File: src/rtl/i2c_txn_arbiter.sv
// Round-robin arbiter that shares one i2c_master write engine between NUM_REQ requesters,
// with NACK retry after a back-off, a per-attempt watchdog and per-requester completion pulses.
module i2c_txn_arbiter #(
    parameter int NUM_REQ        = 4,
    parameter int MAX_RETRY      = 2,
    parameter int BACKOFF_CYCLES = 64,
    parameter int TIMEOUT_CYCLES = 4096
) (
    input  logic                   clk,
    input  logic                   rst,
    input  logic [NUM_REQ-1:0]     req_i,
    input  logic [NUM_REQ*7-1:0]   req_addr_i,
    input  logic [NUM_REQ*8-1:0]   req_data_i,
    output logic [NUM_REQ-1:0]     gnt_o,
    output logic [NUM_REQ-1:0]     resp_valid_o,
    output logic [1:0]             resp_status_o,
    output logic [2:0]             resp_retries_o,
    output logic                   busy_o,
    output logic                   m_start_o,
    output logic [6:0]             m_slave_addr_o,
    output logic [7:0]             m_data_o,
    input  logic                   m_busy_i,
    input  logic                   m_done_i,
    input  logic [1:0]             m_error_i
);

    localparam int IDX_W   = $clog2(NUM_REQ);
    localparam int RETRY_W = $clog2(MAX_RETRY) + 1;
    localparam int BO_W    = $clog2(BACKOFF_CYCLES) + 1;
    localparam int WD_W    = $clog2(TIMEOUT_CYCLES) + 1;

    typedef enum logic [1:0] {
        ST_OK        = 2'd0,
        ST_NACK_ADDR = 2'd1,
        ST_NACK_DATA = 2'd2,
        ST_BUS_ERROR = 2'd3
    } status_e;

    typedef enum logic [2:0] {
        S_IDLE,
        S_ISSUE,
        S_WAIT_BUSY,
        S_WAIT_DONE,
        S_BACKOFF,
        S_RESPOND
    } state_e;

    state_e               state;
    state_e               next_state;
    status_e              status_q;
    status_e              next_status;
    logic [NUM_REQ-1:0]   gnt_q;
    logic [IDX_W-1:0]     gnt_idx;
    logic [IDX_W-1:0]     rr_ptr;
    logic [RETRY_W-1:0]   retry_cnt;
    logic [BO_W-1:0]      bo_cnt;
    logic [WD_W-1:0]      wd_cnt;

    logic                 sel_found;
    logic [IDX_W-1:0]     sel_idx;
    logic [IDX_W-1:0]     cand;
    logic                 retry_now;
    logic                 is_nack;
    logic                 wd_expired;
    logic                 bo_done;

    logic [6:0]           addr_arr [NUM_REQ];
    logic [7:0]           data_arr [NUM_REQ];

    for (genvar k = 0; k < NUM_REQ; k++) begin : g_unpack
        assign addr_arr[k] = req_addr_i[7*k +: 7];
        assign data_arr[k] = req_data_i[8*k +: 8];
    end

    assign is_nack    = (m_error_i == ST_NACK_ADDR) || (m_error_i == ST_NACK_DATA);
    assign wd_expired = (wd_cnt == WD_W'(TIMEOUT_CYCLES - 1));
    assign bo_done    = (bo_cnt == BO_W'(BACKOFF_CYCLES - 1));

    // First requesting index at or after the pointer, scanning with wrap-around.
    always_comb begin
        sel_found = 1'b0;
        sel_idx   = '0;
        cand      = '0;
        for (int i = 0; i < NUM_REQ; i++) begin
            cand = IDX_W'((int'(rr_ptr) + i) % NUM_REQ);
            if (!sel_found && req_i[cand]) begin
                sel_found = 1'b1;
                sel_idx   = cand;
            end
        end
    end

    always_comb begin
        next_state  = state;
        next_status = status_q;
        retry_now   = 1'b0;
        case (state)
            S_IDLE: begin
                if (sel_found) next_state = S_ISSUE;
            end
            S_ISSUE: begin
                next_state = S_WAIT_BUSY;
            end
            S_WAIT_BUSY: begin
                // done/error are deliberately ignored here: they may be left over from the last transfer
                if (wd_expired) begin
                    next_status = ST_BUS_ERROR;
                    next_state  = S_RESPOND;
                end else if (m_busy_i) begin
                    next_state = S_WAIT_DONE;
                end
            end
            S_WAIT_DONE: begin
                if (m_error_i != ST_OK) begin
                    if (is_nack && (retry_cnt < RETRY_W'(MAX_RETRY))) begin
                        retry_now  = 1'b1;
                        next_state = S_BACKOFF;
                    end else begin
                        next_status = status_e'(m_error_i);
                        next_state  = S_RESPOND;
                    end
                end else if (m_done_i) begin
                    next_status = ST_OK;
                    next_state  = S_RESPOND;
                end else if (wd_expired) begin
                    next_status = ST_BUS_ERROR;
                    next_state  = S_RESPOND;
                end
            end
            S_BACKOFF: begin
                if (bo_done) next_state = S_ISSUE;
            end
            S_RESPOND: begin
                next_state = S_IDLE;
            end
            default: begin
                next_state = S_IDLE;
            end
        endcase
    end

    always_ff @(posedge clk or negedge rst) begin
        if (!rst) begin
            state          <= S_IDLE;
            status_q       <= ST_OK;
            gnt_q          <= '0;
            gnt_idx        <= '0;
            rr_ptr         <= '0;
            retry_cnt      <= '0;
            bo_cnt         <= '0;
            wd_cnt         <= '0;
            m_slave_addr_o <= '0;
            m_data_o       <= '0;
        end else begin
            state    <= next_state;
            status_q <= next_status;
            case (state)
                S_IDLE: begin
                    if (sel_found) begin
                        gnt_idx        <= sel_idx;
                        gnt_q          <= NUM_REQ'(1) << sel_idx;
                        m_slave_addr_o <= addr_arr[sel_idx];
                        m_data_o       <= data_arr[sel_idx];
                        retry_cnt      <= '0;
                    end
                end
                S_ISSUE: begin
                    wd_cnt <= '0;
                end
                S_WAIT_BUSY: begin
                    wd_cnt <= wd_cnt + WD_W'(1);
                end
                S_WAIT_DONE: begin
                    wd_cnt <= wd_cnt + WD_W'(1);
                    if (retry_now) begin
                        retry_cnt <= retry_cnt + RETRY_W'(1);
                        bo_cnt    <= '0;
                    end
                end
                S_BACKOFF: begin
                    bo_cnt <= bo_cnt + BO_W'(1);
                end
                S_RESPOND: begin
                    // Moving past the served requester is what keeps a busy requester from starving the rest
                    gnt_q  <= '0;
                    rr_ptr <= (gnt_idx == IDX_W'(NUM_REQ - 1)) ? '0 : gnt_idx + IDX_W'(1);
                end
                default: begin
                end
            endcase
        end
    end

    assign gnt_o          = gnt_q;
    assign resp_valid_o   = (state == S_RESPOND) ? gnt_q : '0;
    assign resp_status_o  = status_q;
    assign resp_retries_o = 3'(retry_cnt);
    assign busy_o         = (state != S_IDLE);
    assign m_start_o      = (state == S_ISSUE);

endmodule

File: config.mk
export PLATFORM = sky130hd
export DESIGN_NAME = i2c_txn_arbiter
export DESIGN_NICKNAME = d
export VERILOG_FILES = /design/src/rtl/i2c_txn_arbiter.sv
export SDC_FILE = /design/constraint.sdc
export NUM_CORES = 1
export LEC_CHECK = 0
export ABC_AREA = 1
export BUFFER_PORTS_ARGS = -buffer_cell sky130_fd_sc_hd__buf_2
export CAP_MARGIN = 20
export CORE_MARGIN = 5
export CORE_UTILIZATION = 35
export CTS_CLUSTER_SIZE = 28
export DETAILED_ROUTE_END_ITERATION = 10
export PLACE_DENSITY_LB_ADDON = 0.3
export SLEW_MARGIN = 15
export SYNTH_ARGS = -nofsm -noshare
export SYNTH_HDL_FRONTEND = slang
export SYNTH_SLANG_ARGS = --single-unit
File: constraint.sdc
create_clock -name clk -period 2.65 [get_ports clk]
set_clock_uncertainty 0.05 [all_clocks]
set_input_delay 0.265 -clock clk [delete_from_list [all_inputs] [get_ports clk]]
set_output_delay 0.265 -clock clk [all_outputs]
set_load 0.02 [all_outputs]
==> flow_summary.toml, run 1 <==
[outcome]
status = "finished clean"

[global_routing]
grt_first_pass_wirelength_mm = 14.6
antenna_found_initial = 0
grt_pass1_vias = 3207
grt_max_degree = 35
grt_usage_pct = 15.4
grt-ovfl-total = 0

[floorplanning]
core_sq_um = 9240
die_w_um = 107
die_area_sq_um = 11500
initial_utilization_pct = 36.0
rows = 35
num_io_pins = 100
die_height_um = 107

[clock_tree]
cts_inserted_buffers = 5
root_buffer = "clkbuf_8"
cts_setup_buffers = 0
cts_tree = "built"
clkTransAtPathRegs_ns = 0.10
insertion_delay_ns = 0.31
h-tree-depth = 2
ctsLongestPathBuffers = 2
cts.sinks = 50

[pwr]
p_int_mw = 1.13
power.share.sequential_pct = 50.2
netSwitchingFraction_pct = 25.6
p_comb_share_pct = 13.8
powerDensity_nw_per_um2 = 376
peakVddDrop_v = 0.000196
p_sw_mw = 0.389
p_leak_nw = 2.27
clock_power_share_pct = 35.9

[hold_path]
hp-class = "in2reg"

[yosys]
yosysSeqAreaShare_pct = 37.6
syn_inst = 501
synth_fp_nets = 575
synth_ff_type = "dfrtp_1"
ys_top_cells_by_count = "205 x nand2_1, 54 x nand3_1, 50 x dfrtp_1, 48 x inv_1, 32 x nor2_1"
ys_ff_latch = 50
ys_types = 31
synthMostInstantiatedCell = "nand2_1"
synth-async-reset-ratio_pct = 100
synth_top_area_share_pct = 37.6
synth_edf_count = 0
yosysWarnings = 0
avgSynthCellArea_sq_um = 6.64
synth_top_area_cell = "dfrtp_1"
synth.cell_area_sq_um = 3320
synth_area_leaders = "dfrtp_1 38%, nand2_1 23%, nand3_1 8.1%"

[timing]
rsz0062_at_grt = "no"
maxSlewHeadroom_pct = 52.0
final_max_slew_viol_count = 0
fmax_ghz = 0.446
finalSetupTns_ns = 0
tightest_slew_ns = 0.717
fin_crit_ns = 2.24
finalSetupViolCount = 0
min_period_over_period_pct = 84.6
timing.final.hold_violations = 0

[finish]
num_antenna_cells = 0
drive_gt1_share_pct = 22.1
finalNonFillerCells = 727
fillers = 964
final_nets = 671
area_growth_pct = 21.5

[detailed_routing]
wl_per_cell_um = 12.5
vias = 3475
initialDrtViolationCount = 208
wl_mm = 9.11
ant_nets = 0
drc = 0
vias_per_cell = 4.78
first_pass_iters = 4

[worst_setup_path]
crit_chain = "inv_2 -> nand2_1 -> nand3_2 -> nand2_4 -> inv_2 -> nand2_1 -> nand2_1 -> nand2_1 -> buf_4 -> nand3_1 -> nand2_1 -> nand2_1 -> nand2_1 -> nand2_1 -> nand2_1"
path_max_fanout = 30
critPathBufInv = 3
crit_family = "simple AND/OR/NAND/NOR gates"
crit_path_frequent_cell = "nand2_1"
crit_path_start_kind = "register"
crit_type = "reg2reg"
worstPathArrival_ns = 2.45
end_kind = "register"
critPathMaxStageDelay_ns = 0.58
critPathRequiredTime_ns = 2.86
critical-path-slowest-cell = "dfrtp_1"

[place]
gp_congestion = 0.891
dp_hpwl_mm = 6.98
placed_cells = 718
port_buffers = 98

[run]
maxCapViolCount = 0
## routing by layer
metal | wire length (um) | vias to the layer above | global-route usage, % | part of all wire [%]
met3 | 355 | 4 | 3.12 | 3.9
met1 | 4050 | 1622 | 21.0 | 44
met2 | 4620 | 61 | 25.2 | 51
met5 | 0 | - | 0 | 0
li1 | - | 1788 | - | -
met4 | 80 | 0 | 3.34 | 0.88
## area by class of cell
type | count | area, sq um | area share, %
multi-input combinational | 379 | 1750 | 43.4
clock inverter | 2 | 37.5 | 0.929
inverter | 54 | 205 | 5.08
tap | 129 | 161 | 4.00
clock buffer | 6 | 72.6 | 1.80
sequential | 50 | 1250 | 31.0
timing repair buffer | 107 | 561 | 13.9
## flip-flops by register name (all words and copies together) (netlist names)
signal,cells
state,3
m_slave_addr_o,7
resp_status_o,2
retry_cnt,2
rr_ptr,2
wd_cnt,13
gnt_o,4
m_data_o,8
bo_cnt,7
gnt_idx,2
## worst min-delay path, delay by kind of cell
kind,cells,cell delay [ns]
AND/OR/NAND/NOR,1,0.07
buffers and inverters,1,0.10
AO/OA/AOI/OAI,1,0.08
## stage by stage
stage	cell area [sq um]	hold WS, ns	setup slack [ns]	utilization [%]	power, mW
final	4040	0.201	0.409	43.7	1.52
after global placement	3920	0.228	0.501	42.4	0.986
after CTS	4040	0.192	0.410	43.7	1.54
after floorplan	3320	-0.0806	0.939	-	0.905
after global routing	4040	0.201	0.157	43.7	1.60
after detailed placement	3920	0.241	0.423	42.4	0.988
## repair_timing
action | 4_1_cts | 5_1_grt
hold buffers | 1 | 0
hold endpoints to repair | 50 | 0
resized for setup | 0 | 0
## logic make-up after synthesis
family / after synthesis / synth area share [%]
flip-flops: 50 / 37.6
buffers and inverters: 72 / 9.67
AO/OA/AOI/OAI: 54 / 9.15
XOR/XNOR: 2 / 0.527
adder cells (fa/ha/maj): 4 / 1.51
AND/OR/NAND/NOR: 318 / 41.4
other: 1 / 0.113
## layout by cell type (no fill, tap or decap), types with 3 or more instances in the layout
cell type / count
a21oi_1: 6
a31oi_1: 3
buf_2: 98
buf_4: 8
clkbuf_8: 5
dfrtp_1: 50
ha_1: 4
inv_1: 48
inv_2: 5
nand2_1: 205
nand2_2: 4
nand3_1: 54
nand3_2: 3
nand4_1: 6
nor2_1: 32
nor3_1: 8
o21ai_0: 28
o21ai_1: 6
o22ai_1: 5
## final timing paths
| check | startpoint | to | slack [ns] | depth (start not counted) |
|---|---|---|---|---|
| worst max-delay path | rr_ptr[0]$_DFFE_PN0P_ | m_slave_addr_o[2]$_DFFE_PN0P_ | 0.41 | 15 |
| worst min-delay path | m_error_i[0] | resp_status_o[0]$_DFFE_PN0P_ | 0.20 | 3 |
| worst max register to register | rr_ptr[0]$_DFFE_PN0P_ | m_slave_addr_o[2]$_DFFE_PN0P_ | 0.41 | 15 |
| worst min register to register | m_data_o[3]$_DFFE_PN0P_ | m_data_o[3]$_DFFE_PN0P_ | 0.44 | 2 |
| max in group asynchronous | rst | m_slave_addr_o[3]$_DFFE_PN0P_ | 1.82 | 3 |
| min in group asynchronous | rst | retry_cnt[1]$_DFFE_PN0P_ | 0.42 | 3 |
## power by group through the flow
stage,clock [mW],combinational (mW),sequential [mW]
after global placement,0,0.209,0.777
after floorplan,0,0.127,0.778
final,0.545,0.210,0.762
after detailed placement,0,0.210,0.777
after global routing,0.600,0.239,0.762
after CTS,0.567,0.212,0.762
Power figures use the tool's default switching activity.
==> inputs of run 2 (changes only) <==
--- a/config.mk
+++ b/config.mk
@@ -5,7 +5,7 @@
 export SDC_FILE = /design/constraint.sdc
 export NUM_CORES = 1
 export LEC_CHECK = 0
-export ABC_AREA = 1
+export ABC_AREA = 0
 export BUFFER_PORTS_ARGS = -buffer_cell sky130_fd_sc_hd__buf_2
 export CAP_MARGIN = 20
 export CORE_MARGIN = 5
==> constraint.sdc (replaced) <==
create_clock -name clk -period 1.9 [get_ports clk]
set_clock_uncertainty 0.05 [all_clocks]
set_input_delay 0.19 -clock clk [delete_from_list [all_inputs] [get_ports clk]]
set_output_delay 0.19 -clock clk [all_outputs]
set_load 0.02 [all_outputs]
==> flow_summary.toml, run 2 <==
[worst_setup_path]
crit_family = "compound AO/OA/AOI/OAI gates"
crit_path_start_kind = "register"
rr_startpoint = "rr_ptr[1]$_DFFE_PN0P_"
critPathRequiredTime_ns = 2.04
crit_start = "rr_ptr[1]$_DFFE_PN0P_"
path_max_fanout = 8
end_kind = "register"
worstPathArrival_ns = 2.03
endpoint = "m_slave_addr_o[3]$_DFFE_PN0P_"
crit_type = "reg2reg"
crit_chain = "mux2_4 -> a32oi_4 -> buf_4 -> a21boi_0 -> a2111oi_2 -> a311oi_1"
timing.rr.end = "m_slave_addr_o[3]$_DFFE_PN0P_"
worstSetupPathDepth = 6
ff2ff_setup_slack_ns = 0.01
critPathMaxStageDelay_ns = 0.42
critPathBufInv = 1
critical-path-slowest-cell = "dfrtp_1"
ff2ff_path_depth = 6

[yosys]
ys_ff_latch = 50
yosysSeqAreaShare_pct = 41.1
syn_inst = 336
synth_fp_nets = 410
synth_area_leaders = "dfrtp_1 41%, nand2_1 6.2%, o21ai_0 4.9%"
synth_top_area_share_pct = 41.1
synth_top_area_cell = "dfrtp_1"
ys_top_cells_by_count = "50 x dfrtp_1, 50 x nand2_1, 32 x nor2_1, 30 x o21ai_0, 16 x a21boi_0"
synth.cell_area_sq_um = 3050
synth-async-reset-ratio_pct = 100
ys_types = 52
yosysWarnings = 0
synth_ff_type = "dfrtp_1"
synth_edf_count = 0
avgSynthCellArea_sq_um = 9.06

[timing]
min_period_over_period_pct = 99.4
timing.final.hold_violations = 0
maxSlewHeadroom_pct = 66.9
fin_crit_ns = 1.89
rsz0062_at_grt = "yes"
tightest_slew_ns = 0.491
finalSetupViolCount = 0
fmax_ghz = 0.529
fin_ws_ns = 0.0105
final_max_slew_viol_count = 0

[place]
place_ws_ns = -0.0116
post_dp_cell_area_sq_um = 3790
port_buffers = 98
dp_hpwl_mm = 6.62
gp_congestion = 0.898
placed_cells = 542

[global_routing]
antenna_found_initial = 0
grt_max_degree = 36
grt_first_pass_wirelength_mm = 13.9
grt-ovfl-total = 0
grt_usage_pct = 16.4
grt_pass1_vias = 2909

[clock_tree]
cts.sinks = 50
cts_inserted_buffers = 5
insertion_delay_ns = 0.31
cts_tree = "built"
ctsLongestPathBuffers = 2
root_buffer = "clkbuf_8"
clkTransAtPathRegs_ns = 0.10
h-tree-depth = 2
cts_setup_buffers = 0

[outcome]
status = "finished clean"

[finish]
num_antenna_cells = 0
drive_gt1_share_pct = 37.3
area_growth_pct = 32.3
final_cell_mix = "98 x buf_2, 50 x dfrtp_1, 46 x nand2_1, 32 x nor2_1, 29 x o21ai_0"
top_regs = "wd_cnt (13), m_data_o (8)"
multi_input_area_sq_um = 1730
largest_reg_flops = 13
fillers = 821
final_common_cell = "buf_2"
top_register = "wd_cnt"
postLayoutCellArea_sq_um = 4030
area.sequential_sq_um = 1250
finalNonFillerCells = 553
final_nets = 518

[detailed_routing]
vias_per_cell = 5.44
ant_nets = 0
wl_per_cell_um = 16.5
vias = 3011
initialDrtViolationCount = 103
first_pass_iters = 4
drc = 0
wl_mm = 9.10

[floorplanning]
initial_utilization_pct = 35.4
core_sq_um = 8590
die_area_sq_um = 10700
rows = 34
die_w_um = 103
num_io_pins = 100
die_height_um = 103

[run]
maxCapViolCount = 0

[hold_path]
hp-class = "in2reg"

[pwr]
p_leak_nw = 1.79
peakVddDrop_v = 0.000581
powerDensity_nw_per_um2 = 1410
run 2: cell families (layout without fill, tap and decap cells):
| family | Yosys count | in the layout | synth area share (%) |
|---|---|---|---|
| AOI/OAI and AO/OA | 112 | 112 | 28.7 |
| other | 1 | 1 | 0.123 |
| DFF | 50 | 50 | 41.1 |
| and+or+nand+nor | 133 | 133 | 20.8 |
| muxes | 2 | 2 | 0.822 |
| buffers and inverters | 34 | 143 | 6.86 |
| adders and majority gates | 4 | 4 | 1.64 |
run 2: power breakdown:
group,switching [mW],internal [mW],leakage (nW)
clock,0.377,0.294,0.0472
combinational,1.94,1.37,1.11
sequential,0.247,1.44,0.633
run 2: final cells by class:
cell class / count / area share [%]
Multi-Input combinational cell: 252 / 43.0
Clock inverter: 2 / 0.311
Clock buffer: 6 / 2.05
Inverter: 7 / 0.652
Sequential cell: 50 / 31.1
Timing Repair Buffer: 128 / 19.6
Tap cell: 108 / 3.35
run 2: timing repair:
action / in CTS / in global routing
pin swaps: 0 / 12
endpoints found under the setup margin: 4 / 16
gates resized for setup: 2 / 19
endpoints found under the hold margin: 15 / 0
gates cloned: 0 / 2
hold buffers: 1 / 0
run 2: worst min path at each step:
stage	start	endpoint	slack (ns)	cells past startpoint
floorplan	rst	bo_cnt[0]$_DFFE_PN0P_	-0.16	0
global placement	rst	m_data_o[6]$_DFFE_PN0P_	0.11	1
detailed placement	rst	m_data_o[5]$_DFFE_PN0P_	0.09	1
CTS	req_addr_i[19]	m_slave_addr_o[5]$_DFFE_PN0P_	0.07	3
global route	req_data_i[25]	m_data_o[1]$_DFFE_PN0P_	0.07	3
finish	req_data_i[24]	m_data_o[0]$_DFFE_PN0P_	0.08	3
run 2: worst reg2reg max path: stages (launching register included):
cell and delay, ns:
dfrtp_1 0.42, mux2_4 0.32, a32oi_4 0.22, buf_4 0.21, a21boi_0 0.11, a2111oi_2 0.36, a311oi_1 0.08
run 2: stage by stage:
step,setup TNS [ns],utilization (%),power [mW],hold WS [ns]
CTS,0,45.4,5.47,0.0666
floorplan,0,-,3.79,-0.156
detailed placement,-0.0167,44.1,4.77,0.0929
global route,-0.328,46.9,6.10,0.0699
finish,0,46.9,5.67,0.0755
global placement,0,44.1,4.68,0.115
run 2: metal layers:
metal	wire length [um]	share of wire, %	up-vias	track usage [%]
li1	-	-	1453	-
met1	3870	42	1425	21.8
met2	4280	47	118	27.4
met3	818	9.0	15	3.15
met4	142	1.6	0	4.58
met5	0	0	-	0
